File: src/rtl/fifo_rd_stream_pkg.sv
// fifo_rd_stream_pkg: shared constants and occupancy encoding for fifo_rd_stream
package fifo_rd_stream_pkg;
    localparam int BUF_DEPTH = 2;
    localparam int COUNT_W   = 32;
    typedef enum logic [1:0] {EMPTY = 2'd0, ONE = 2'd1, TWO = 2'd2} occ_t;
endpackage

File: src/rtl/fifo_rd_stream_buf.sv
// fifo_rd_stream_buf: 2-entry ordered register buffer, head entry always the oldest beat
module fifo_rd_stream_buf
    import fifo_rd_stream_pkg::*;
#(
    parameter int DW = 104
) (
    input  logic          clk,
    input  logic          nreset,
    input  logic          clr,
    input  logic          push,
    input  logic [DW-1:0] push_data,
    input  logic          pop,
    output occ_t          occ,
    output logic [DW-1:0] head
);
    occ_t          occ_nxt;
    logic [DW-1:0] e0, e1;
    assign head = e0;
    // occupancy register; clear dominates push/pop
    always_ff @(posedge clk)
        occ <= (!nreset || clr) ? EMPTY : occ_nxt;
    // push and pop together leave the count unchanged
    always_comb begin
        occ_nxt = occ;
        if (push && !pop)
            occ_nxt = (occ == EMPTY) ? ONE : TWO;
        else if (!push && pop)
            occ_nxt = (occ == TWO) ? ONE : EMPTY;
    end
    // on pop the second entry moves up; a new beat always lands behind the remaining one
    always_ff @(posedge clk) begin
        if (pop) begin
            e0 <= (occ == TWO) ? e1 : push_data;
            if (push && occ == TWO)
                e1 <= push_data;
        end else if (push) begin
            if (occ == EMPTY)
                e0 <= push_data;
            else
                e1 <= push_data;
        end
    end
endmodule

File: src/rtl/fifo_rd_stream.sv
// fifo_rd_stream: next-cycle-read FIFO to valid/ready stream; out_count with FIFO_RD_STREAM_COUNT_EN
module fifo_rd_stream
    import fifo_rd_stream_pkg::*;
#(
    parameter int DW = 104
) (
    input  logic               clk,
    input  logic               nreset,
    input  logic               fifo_empty,
    output logic               fifo_rd_en,
    input  logic [DW-1:0]      fifo_dout,
    input  logic               flush,
    output logic               out_valid,
    input  logic               out_ready,
    output logic [DW-1:0]      out_data
`ifdef FIFO_RD_STREAM_COUNT_EN
    ,
    output logic [COUNT_W-1:0] out_count
`endif
);
    occ_t       occ;
    logic       inflight, pop;
    logic [1:0] fill;
    assign out_valid  = nreset && occ != EMPTY;
    assign pop        = out_valid && out_ready;
    assign fill       = 2'(occ) + {1'b0, inflight} - {1'b0, pop};
    assign fifo_rd_en = !fifo_empty && !flush && nreset && fill <= 2'd1;
    // a read issued this cycle returns data on the next edge
    always_ff @(posedge clk)
        inflight <= fifo_rd_en;
    fifo_rd_stream_buf #(.DW(DW)) u_buf (
        .clk       (clk),
        .nreset    (nreset),
        .clr       (flush),
        .push      (inflight && !flush),
        .push_data (fifo_dout),
        .pop       (pop),
        .occ       (occ),
        .head      (out_data)
    );
`ifdef FIFO_RD_STREAM_COUNT_EN
    // accepted-beat counter, untouched by flush
    always_ff @(posedge clk)
        out_count <= !nreset ? '0 : out_count + COUNT_W'(pop);
`endif
endmodule

File: config.mk
export PLATFORM = sky130hd
export DESIGN_NAME = fifo_rd_stream
export DESIGN_NICKNAME = d
export VERILOG_FILES = /design/src/rtl/fifo_rd_stream_pkg.sv /design/src/rtl/fifo_rd_stream_buf.sv /design/src/rtl/fifo_rd_stream.sv
export SDC_FILE = /design/constraint.sdc
export NUM_CORES = 1
export LEC_CHECK = 0
export BUFFER_PORTS_ARGS = -buffer_cell sky130_fd_sc_hd__buf_2
export CAP_MARGIN = 25
export CORE_UTILIZATION = 40
export CTS_CLUSTER_DIAMETER = 80
export CTS_CLUSTER_SIZE = 24
export DETAILED_ROUTE_END_ITERATION = 7
export PLACE_DENSITY = 0.66
export SLEW_MARGIN = 20
export SYNTH_ARGS = -nofsm -noshare
export SYNTH_HDL_FRONTEND = slang
export SYNTH_SLANG_ARGS = --single-unit
File: constraint.sdc
create_clock -name clk -period 11.3 [get_ports clk]
set_input_delay 2.825 -clock clk [delete_from_list [all_inputs] [get_ports clk]]
set_output_delay 2.825 -clock clk [all_outputs]
set_load 0.02 [all_outputs]
==> flow_metrics.py, run 1 <==
metrics = {
    "timing": {
        "layout_setup_ws_ns": 4.68,
        "tns_ns": 0,
        "tightest_slew_ns": 0.975,
        "slew_violations": 0,
        "hold_ws_ns": 0.530,
        "finalClockSkew_ns": 0.0223,
        "setup_violations": 0,
        "period_minus_slack_ns": 6.62,
        "period_share_pct": 58.5,
        "fmax_ghz": 0.151,
        "hold_viol": 0,
        "rsz0062_at_grt": "false",
        "relSlewSlack_pct": 35.0,
    },
    "synth": {
        "synth_seq_cells": 211,
        "synth.area.top_cells": "edfxtp_1, mux2_4, mux2_2, buf_6, dfxtp_1",
        "syn_avg_cell_area_um2": 22.6,
        "syn_area_mm2": 0.00798,
        "yosysWarnings": 0,
        "async_flop_share_pct": 0,
        "seq_area_frac_synth_pct": 79.0,
        "synthTopCellsByCount": "edfxtp_1, mux2_4, mux2_2",
        "synth.net_count": 464,
        "synth.distinct_cells": 21,
        "synth_top_area_share_pct": 78.2,
        "synth_flop_cell": "edfxtp_1",
        "synth_most_common_cell": "edfxtp_1",
        "syn_inst": 353,
        "synth_edf_count": 208,
        "synth_top_area_cell": "edfxtp_1",
    },
    "routing": {
        "vias": 4036,
        "wl_per_cell_um": 17.4,
        "ant_nets": 0,
        "viasPerCell": 4.75,
        "firstDrtPassIters": 4,
        "totalWireLength_mm": 14.7,
        "drt_iter0_drc": 188,
        "drc_errors": 0,
    },
    "cts": {
        "cts_tree": "done",
        "cts_hold_buf": 0,
        "numCtsBuffers": 14,
        "postCtsSetupRepairBufs": 0,
        "clock-sinks": 211,
        "clk_latency_ns": 0.47,
        "clockBufferDepth": 3,
        "cts_htree_levels": 1,
        "cts-resized-gates": 0,
        "cts_root_buffer": "clkbuf_16",
        "path_clk_slew_ns": 0.09,
    },
    "critical_path": {
        "worstSetupPathType": "in2out",
        "startpoint_type": "input pin",
        "critPathArrivalTime_ns": 3.79,
        "worst_path_most_repeated_cell": "buf_2",
        "startpoint": "nreset",
        "worstPathCellList": "buf_2, nand2_1, and4_1, o31a_1, buf_2",
        "worstPathRequired_ns": 8.48,
        "rr_startpoint": "u_buf.occ[1]",
        "slowest_stage": "o31a_1",
        "cp-end-kind": "primary output",
        "path_max_fanout": 7,
        "max_stage_delay_ns": 0.29,
    },
    "global_routing": {
        "grt_usage_pct": 14.2,
        "antenna_found_initial": 1,
        "grt_pass1_wl_mm": 22.6,
        "grt_overflow": 0,
        "grt_max_degree": 72,
        "grt_pass1_vias": 4238,
    },
    "final_layout": {
        "layout-area-overhead-vs-synth_pct": 23.7,
        "fillCellCount": 1643,
        "drive_above_1_share_pct": 59.5,
        "final_core_util_pct": 50.6,
        "fin_nets": 688,
        "final_cells": 849,
    },
    "run_status": {
        "status": "finished, final reports clean",
    },
    "floorplan": {
        "io-pin-count": 215,
        "die_y_um": 143,
        "core_mm2": 0.0195,
        "rows": 51,
        "die_area_mm2": 0.0205,
        "start_util_pct": 40.9,
        "fp.dieW_um": 143,
    },
    "power": {
        "power_density_mw_per_mm2": 150,
        "ir_worst_vdd_mv": 0.103,
        "leakagePower_nw": 3.88,
    },
    "place": {
        "gp_congestion": 0.776,
        "dp_slack_ns": 4.70,
        "port_buffers": 214,
        "dp.cells": 825,
        "dp_hpwl_mm": 9.63,
    },
    "min_path": {
        "min-delay-start": "u_buf.e1[57]",
        "min_path_type": "reg2reg",
    },
    "run": {
        "maxCapViolCount": 0,
    },
}
## kinds of logic (layout without fill, tap and decap cells)
logic type | Yosys count | after routing | share of synthesized area, %
adders and majority gates | 2 | 2 | 0.313
AOI/OAI and AO/OA | 7 | 7 | 0.533
DFF | 211 | 211 | 79.0
other | 0 | 1 | 0
muxes | 104 | 104 | 17.5
buffers and inverters | 13 | 243 | 1.35
xor gates and xnor gates | 1 | 1 | 0.110
and+or+nand+nor | 15 | 15 | 1.21
## path summary, 6_finish.rpt
| kind | cells after the start | slack, ns | end |
|---|---|---|---|
| setup / recovery | 5 | 4.68 | fifo_rd_en |
| hold reg to reg | 1 | 0.53 | u_buf.head[57] |
| setup reg to reg | 5 | 8.37 | u_buf.head[23] |
| hold / removal | 1 | 0.53 | u_buf.head[57] |
## metal layers
metal | routed length, um | share of wire, % | global-route usage [%] | vias to the layer above
li1 | - | - | - | 1843
met5 | 0 | 0 | 0 | -
met3 | 1110 | 7.5 | 3.86 | 21
met1 | 6230 | 42 | 18.3 | 2010
met4 | 276 | 1.9 | 3.75 | 0
met2 | 7120 | 48 | 23.7 | 162
## through the flow
stage          instance area [um2]  power [mW]
6_report                      9870        1.48
5_1_grt                       9870        1.53
3_3_place_gp                  9350       0.954
4_1_cts                       9840        1.50
3_5_place_dp                  9370       0.957
2_1_floorplan                 7990       0.922
## state kept, by name, indices dropped and copies added, names as in the netlist
name and flops:
u_buf.e1 104, u_buf.head 104, u_buf.occ 2, inflight 1
## power by group
group	switching [mW]	leakage (nW)	internal, mW
Clock	0.262	0.228	0.277
Combinational	0.0323	1.75	0.0380
Sequential	0.00184	1.90	0.866
## cells in the final DEF, fill, tap and decap left out, types with 2 or more instances in the layout
| cell | Yosys | routed |
|---|---|---|
| nand2b_1 | 3 | 3 |
| ha_1 | 2 | 2 |
| nor2b_1 | 2 | 2 |
| nor2_1 | 3 | 2 |
| mux2_2 | 44 | 44 |
| clkbuf_1 | 0 | 3 |
| nand3b_1 | 2 | 2 |
| buf_4 | 0 | 4 |
| edfxtp_1 | 208 | 208 |
| mux2_4 | 60 | 60 |
| clkbuf_16 | 0 | 15 |
| buf_2 | 5 | 214 |
| dfxtp_1 | 3 | 3 |
| a21oi_1 | 5 | 5 |
## cell type report
class / count / area (um2) / area share (%)
tap: 265 / 332 / 3.36
sequential: 211 / 6310 / 63.9
timing repair buffer: 220 / 1150 / 11.6
inverter: 1 / 3.75 / 0.0380
clock inverter: 4 / 92.6 / 0.938
clock buffer: 18 / 387 / 3.92
multi-input combinational: 129 / 1600 / 16.2
antenna: 1 / 2.50 / 0.0253
## critical path, delay by kind of cell
| kind | cells | cell delay, ns |
|---|---|---|
| AO/OA/AOI/OAI | 1 | 0.29 |
| buffers and inverters | 2 | 0.34 |
| AND/OR/NAND/NOR | 2 | 0.33 |
Note: power is estimated with default switching activity, not from simulation.
==> run 2: changes to the inputs <==
--- a/config.mk
+++ b/config.mk
@@ -5,6 +5,7 @@
 export SDC_FILE = /design/constraint.sdc
 export NUM_CORES = 1
 export LEC_CHECK = 0
+export ABC_AREA = 1
 export BUFFER_PORTS_ARGS = -buffer_cell sky130_fd_sc_hd__buf_2
 export CAP_MARGIN = 25
 export CORE_UTILIZATION = 40
==> constraint.sdc (replaced) <==
create_clock -name clk -period 5.8 [get_ports clk]
set_input_delay 1.45 -clock clk [delete_from_list [all_inputs] [get_ports clk]]
set_output_delay 1.45 -clock clk [all_outputs]
set_load 0.02 [all_outputs]
==> run 2 against run 1 <==
First-iteration DRC count is the same. Critical endpoint unchanged. Sequential power grew 96%. Via count grew 14%. Clock power grew 66%. Combinational power grew 99%. Sequential share of layout area grew 0.82 points.
==> flow_metrics.py, run 2 <==
metrics = {
    "routing": {
        "drt_iter0_drc": 188,
        "ant_nets": 0,
        "drc_errors": 0,
        "wl_per_cell_um": 13.8,
        "firstDrtPassIters": 4,
        "vias": 4615,
        "totalWireLength_mm": 14.7,
        "viasPerCell": 4.36,
    },
    "min_path": {
        "min-delay-start": "u_buf.occ[0]",
        "min_path_type": "reg2reg",
    },
    "cts": {
        "clk_latency_ns": 0.47,
        "cts_root_buffer": "clkbuf_16",
        "postCtsSetupRepairBufs": 0,
        "cts_hold_buf": 0,
        "cts_tree": "done",
        "clockBufferDepth": 3,
        "path_clk_slew_ns": 0.09,
        "clock-sinks": 211,
        "numCtsBuffers": 13,
        "cts_htree_levels": 1,
        "cts-resized-gates": 0,
    },
    "critical_path": {
        "startpoint_type": "input pin",
        "path_max_fanout": 4,
        "timing.critical_path.buf_inv": 2,
        "cp-end-kind": "primary output",
        "max_stage_delay_ns": 0.21,
        "rr_startpoint": "u_buf.occ[0]",
        "worstPathRequired_ns": 4.35,
        "worstSetupPathType": "in2out",
        "worst_path_most_repeated_cell": "nand2_1",
        "rrSetupSlack_ns": 3.26,
        "startpoint": "out_ready",
        "cp_top_family": "simple AND/OR/NAND/NOR gates",
        "slowest_stage": "nand3_1",
        "worstPathCellList": "buf_2, nand3_1, nand2_1, nand3_1, nand2_1, nand2_1, nor2_1, buf_2",
        "critPathArrivalTime_ns": 2.37,
    },
    "floorplan": {
        "core_mm2": 0.0196,
        "die_y_um": 144,
        "start_util_pct": 41.1,
        "io-pin-count": 215,
        "die_area_mm2": 0.0207,
        "rows": 51,
        "fp.dieW_um": 144,
    },
    "synth": {
        "synth_most_common_cell": "edfxtp_1",
        "synth.distinct_cells": 20,
        "synth.net_count": 687,
        "synth_seq_cells": 211,
        "synth_top_area_cell": "edfxtp_1",
        "yosysWarnings": 0,
        "synth_edf_count": 208,
        "synth_flop_cell": "edfxtp_1",
        "syn_avg_cell_area_um2": 14.0,
        "async_flop_share_pct": 0,
        "syn_inst": 576,
        "syn_area_mm2": 0.00805,
        "synth_top_area_share_pct": 77.6,
        "synthTopCellsByCount": "edfxtp_1, nand2_1, inv_1",
        "seq_area_frac_synth_pct": 78.4,
        "synth.area.top_cells": "edfxtp_1, nand2_1, inv_1, o21ai_1, o21ai_2",
    },
    "place": {
        "dp_slack_ns": 1.97,
        "port_buffers": 214,
        "gp_congestion": 0.724,
        "dp_hpwl_mm": 9.84,
    },
    "timing": {
        "period_minus_slack_ns": 3.82,
        "slew_violations": 0,
        "tightest_slew_ns": 0.895,
        "tns_ns": 0,
        "hold_ws_ns": 0.522,
        "setup_violations": 0,
        "layout_setup_ws_ns": 1.98,
        "fmax_ghz": 0.262,
        "relSlewSlack_pct": 40.3,
        "finalClockSkew_ns": 0.0193,
        "period_share_pct": 65.9,
        "hold_viol": 0,
        "rsz0062_at_grt": "false",
    },
    "final_layout": {
        "seq_area_mm2": 0.00631,
        "drive_above_1_share_pct": 33.3,
        "layout_commonest_cell": "buf_2",
        "fin_nets": 901,
        "layout-area-overhead-vs-synth_pct": 21.1,
        "most-common-layout-cells": "buf_2, edfxtp_1, nand2_1, inv_1, o21ai_1",
        "fillCellCount": 1740,
        "multiInputGateArea_mm2": 0.00115,
    },
    "run": {
        "maxCapViolCount": 0,
    },
    "power": {
        "power_density_mw_per_mm2": 280,
        "leakagePower_nw": 4.18,
        "ir_worst_vdd_mv": 0.216,
    },
    "global_routing": {
        "grt_usage_pct": 13.8,
        "grt_pass1_wl_mm": 22.0,
        "grt_overflow": 0,
        "grt_max_degree": 125,
        "grt_pass1_vias": 4248,
        "antenna_found_initial": 0,
    },
    "run_status": {
        "status": "finished, final reports clean",
    },
}
## run 2: cell count changes in the layout (fill, tap and decap cells not counted), moves of 3 or more
cell,change
nand2_1,+109
inv_1,+107
o21ai_1,+80
mux2_4,-60
mux2_2,-44
o21ai_2,+20
o21ai_0,+5
a21oi_1,-3
clkbuf_1,-3
nand2b_1,-3
nand3_1,+3
## run 2: through the flow
step	area, um2	instances	power (mW)	util (%)
after floorplan	8050	576	1.80	-
after global placement	9340	1038	1.87	47.7
after detailed placement	9340	1038	1.87	47.7
after CTS	9700	1055	2.76	49.5
after global routing	9750	1057	2.82	49.8
final	9750	1058	2.73	49.8
## run 2: where the power goes
| part | switching [mW] | leakage [nW] | internal, mW | total, mW |
|---|---|---|---|---|
| Sequential | 0.00413 | 1.90 | 1.69 | 1.70 |
| Combinational | 0.0808 | 2.11 | 0.0587 | 0.140 |
| Clock | 0.477 | 0.172 | 0.416 | 0.893 |
| Total | 0.562 | 4.18 | 2.17 | 2.73 |
## run 2: logic make-up (layout without fill, tap and decap cells)
| group | count (synthesis) | count (layout) | share of synthesized area (%) |
|---|---|---|---|
| AOI/OAI and AO/OA | 110 | 110 | 7.82 |
| adders and majority gates | 2 | 2 | 0.311 |
| buffers and inverters | 132 | 348 | 7.46 |
| DFF | 211 | 211 | 78.4 |
| other | 0 | 1 | 0 |
| and+or+nand+nor | 121 | 121 | 6.05 |
## run 2: area by class of cell
cell class | instances | area share [%]
tap | 265 | 3.40
multi-input combinational | 233 | 11.8
clock buffer | 13 | 3.34
sequential | 211 | 64.7
timing repair buffer | 221 | 12.1
antenna | 1 | 0.0257
clock inverter | 4 | 0.411
inverter | 110 | 4.26
## run 2: worst paths after layout
| kind | to | depth (start not counted) |
|---|---|---|
| worst max register to register | u_buf.head[89] | 7 |
| worst max-delay path | fifo_rd_en | 8 |
| worst min register to register | u_buf.occ[0] | 2 |
| worst min-delay path | u_buf.occ[0] | 2 |
## run 2: layer usage
| layer | global-route usage, % | vias up | share of wire (%) |
|---|---|---|---|
| li1 | - | 2382 | - |
| met1 | 18.5 | 2061 | 45 |
| met2 | 21.8 | 154 | 46 |
| met3 | 3.87 | 18 | 7.1 |
| met4 | 4.14 | 0 | 2.4 |
| met5 | 0 | - | 0 |
## run 2: tightest hold or removal path, cell delays in order, from the launching register on
cell and delay (ns):
dfxtp_1 0.35, nand2_1 0.08, a21oi_1 0.05
==> run 3: changes to the inputs <==
--- a/config.mk
+++ b/config.mk
@@ -12,7 +12,6 @@
 export CTS_CLUSTER_DIAMETER = 80
 export CTS_CLUSTER_SIZE = 24
 export DETAILED_ROUTE_END_ITERATION = 7
-export PLACE_DENSITY = 0.66
 export SLEW_MARGIN = 20
 export SYNTH_ARGS = -nofsm -noshare
 export SYNTH_HDL_FRONTEND = slang
==> constraint.sdc (replaced) <==
create_clock -name clk -period 3.8 [get_ports clk]
set_input_delay 0.95 -clock clk [delete_from_list [all_inputs] [get_ports clk]]
set_output_delay 0.95 -clock clk [all_outputs]
set_load 0.02 [all_outputs]
==> run 3 against run 2 <==
Final cell count unchanged. Largest cell class unchanged. Critical path type unchanged. Die area unchanged. Final area up 0.39%.
==> flow_metrics.py, run 3 (synthesis gave the netlist of run 2 again) <==
metrics = {
    "run_status": {
        "status": "finished, final reports clean",
    },
    "final_layout": {
        "most-common-layout-cells": "buf_2, edfxtp_1, nand2_1, inv_1, o21ai_1",
        "drive_above_1_share_pct": 33.4,
        "diodes": 0,
        "fin_nets": 902,
        "post-route-cell-area_mm2": 0.00979,
        "layout-area-overhead-vs-synth_pct": 21.6,
        "layout_commonest_cell": "buf_2",
        "fillCellCount": 1738,
    },
    "floorplan": {
        "rows": 51,
        "core_mm2": 0.0196,
        "start_util_pct": 41.1,
        "io-pin-count": 215,
        "die_y_um": 144,
        "fp.dieW_um": 144,
        "die_area_mm2": 0.0207,
    },
    "power": {
        "power_mw": 4.23,
        "leakagePower_nw": 4.21,
        "ir_worst_vdd_mv": 0.354,
        "power_density_mw_per_mm2": 432,
    },
    "timing": {
        "rsz0062_at_grt": "false",
        "tightest_slew_ns": 0.402,
        "slew_violations": 0,
        "period_share_pct": 73.9,
        "finalClockSkew_ns": 0.0189,
        "relSlewSlack_pct": 73.2,
        "hold_viol": 0,
        "fmax_ghz": 0.356,
        "period_minus_slack_ns": 2.81,
        "layout_setup_ws_ns": 0.992,
        "setup_violations": 0,
        "tns_ns": 0,
        "hold_ws_ns": 0.528,
    },
    "global_routing": {
        "grt_pass1_wl_mm": 22.6,
        "grt_pass1_vias": 4336,
        "grt_overflow": 0,
        "antenna_found_initial": 0,
        "grt_max_degree": 79,
        "grt_usage_pct": 14.1,
    },
    "routing": {
        "firstDrtPassIters": 4,
        "totalWireLength_mm": 15.0,
        "ant_nets": 0,
        "drc_errors": 0,
        "wl_per_cell_um": 14.1,
        "viasPerCell": 4.46,
        "drt_iter0_drc": 320,
        "vias": 4718,
    },
    "place": {
        "dp_hpwl_mm": 10.1,
        "dp_slack_ns": 0.994,
        "port_buffers": 214,
        "gp_congestion": 0.719,
        "post_dp_cell_area_mm2": 0.00940,
    },
    "critical_path": {
        "worstPathRequired_ns": 2.85,
        "critPathArrivalTime_ns": 1.86,
        "worstSetupPathType": "in2out",
        "reg2reg_to": "u_buf.head[94]",
        "rr_startpoint": "u_buf.occ[0]",
        "r2r_cells": 6,
        "rrSetupSlack_ns": 1.85,
        "endpoint": "fifo_rd_en",
        "cp-end-kind": "primary output",
        "startpoint": "out_ready",
        "path_max_fanout": 4,
        "startpoint_type": "input pin",
    },
    "cts": {
        "clockBufferDepth": 3,
        "cts_htree_levels": 1,
        "cts-resized-gates": 0,
        "clk_latency_ns": 0.46,
        "cts_hold_buf": 0,
        "numCtsBuffers": 13,
        "postCtsSetupRepairBufs": 0,
        "cts_tree": "done",
        "path_clk_slew_ns": 0.08,
        "cts_root_buffer": "clkbuf_16",
        "clock-sinks": 211,
    },
    "min_path": {
        "min-delay-start": "u_buf.occ[0]",
        "min_path_type": "reg2reg",
    },
    "run": {
        "maxCapViolCount": 0,
    },
}
[run 3: stage by stage]
step / utilization (%) / instances
floorplan: - / 576
global placement: 48.0 / 1041
detailed placement: 48.0 / 1041
CTS: 50.0 / 1058
global route: 50.0 / 1058
finish: 50.0 / 1058
[run 3: final cells by class]
type | count | area, um2 | share of cell area (%)
Clock inverter | 4 | 62.6 | 0.639
Multi-Input combinational cell | 233 | 1150 | 11.8
Tap cell | 265 | 332 | 3.39
Sequential cell | 211 | 6310 | 64.4
Timing Repair Buffer | 222 | 1190 | 12.2
Clock buffer | 13 | 325 | 3.32
Inverter | 110 | 415 | 4.24
[run 3: critical path, cell delays in order]
cell	delay, ns
buf_2	0.13
nand3_1	0.20
nand2_1	0.11
nand3_1	0.08
nand2_1	0.07
nand2_1	0.04
nor2_1	0.10
buf_2	0.17
[run 3: routing by layer]
layer | wire [um] | part of all wire (%) | GRT usage [%]
met3 | 1210 | 8.1 | 4.23
met5 | 0 | 0 | 0
met4 | 318 | 2.1 | 3.30
met1 | 6750 | 45 | 19.1
met2 | 6680 | 45 | 22.2
[run 3: worst min path at each step]
stage | cells past startpoint | to
floorplan | 2 | u_buf.occ[0]
global placement | 2 | u_buf.occ[0]
detailed placement | 2 | u_buf.occ[0]
CTS | 2 | u_buf.occ[0]
global route | 2 | u_buf.occ[0]
finish | 2 | u_buf.occ[0]
[run 3: power breakdown]
| part | leakage, nW | switching (mW) | total, mW | internal [mW] |
|---|---|---|---|---|
| sequential | 1.90 | 0.00586 | 2.59 | 2.58 |
| clock | 0.191 | 0.723 | 1.43 | 0.703 |
| combinational | 2.11 | 0.124 | 0.214 | 0.0898 |
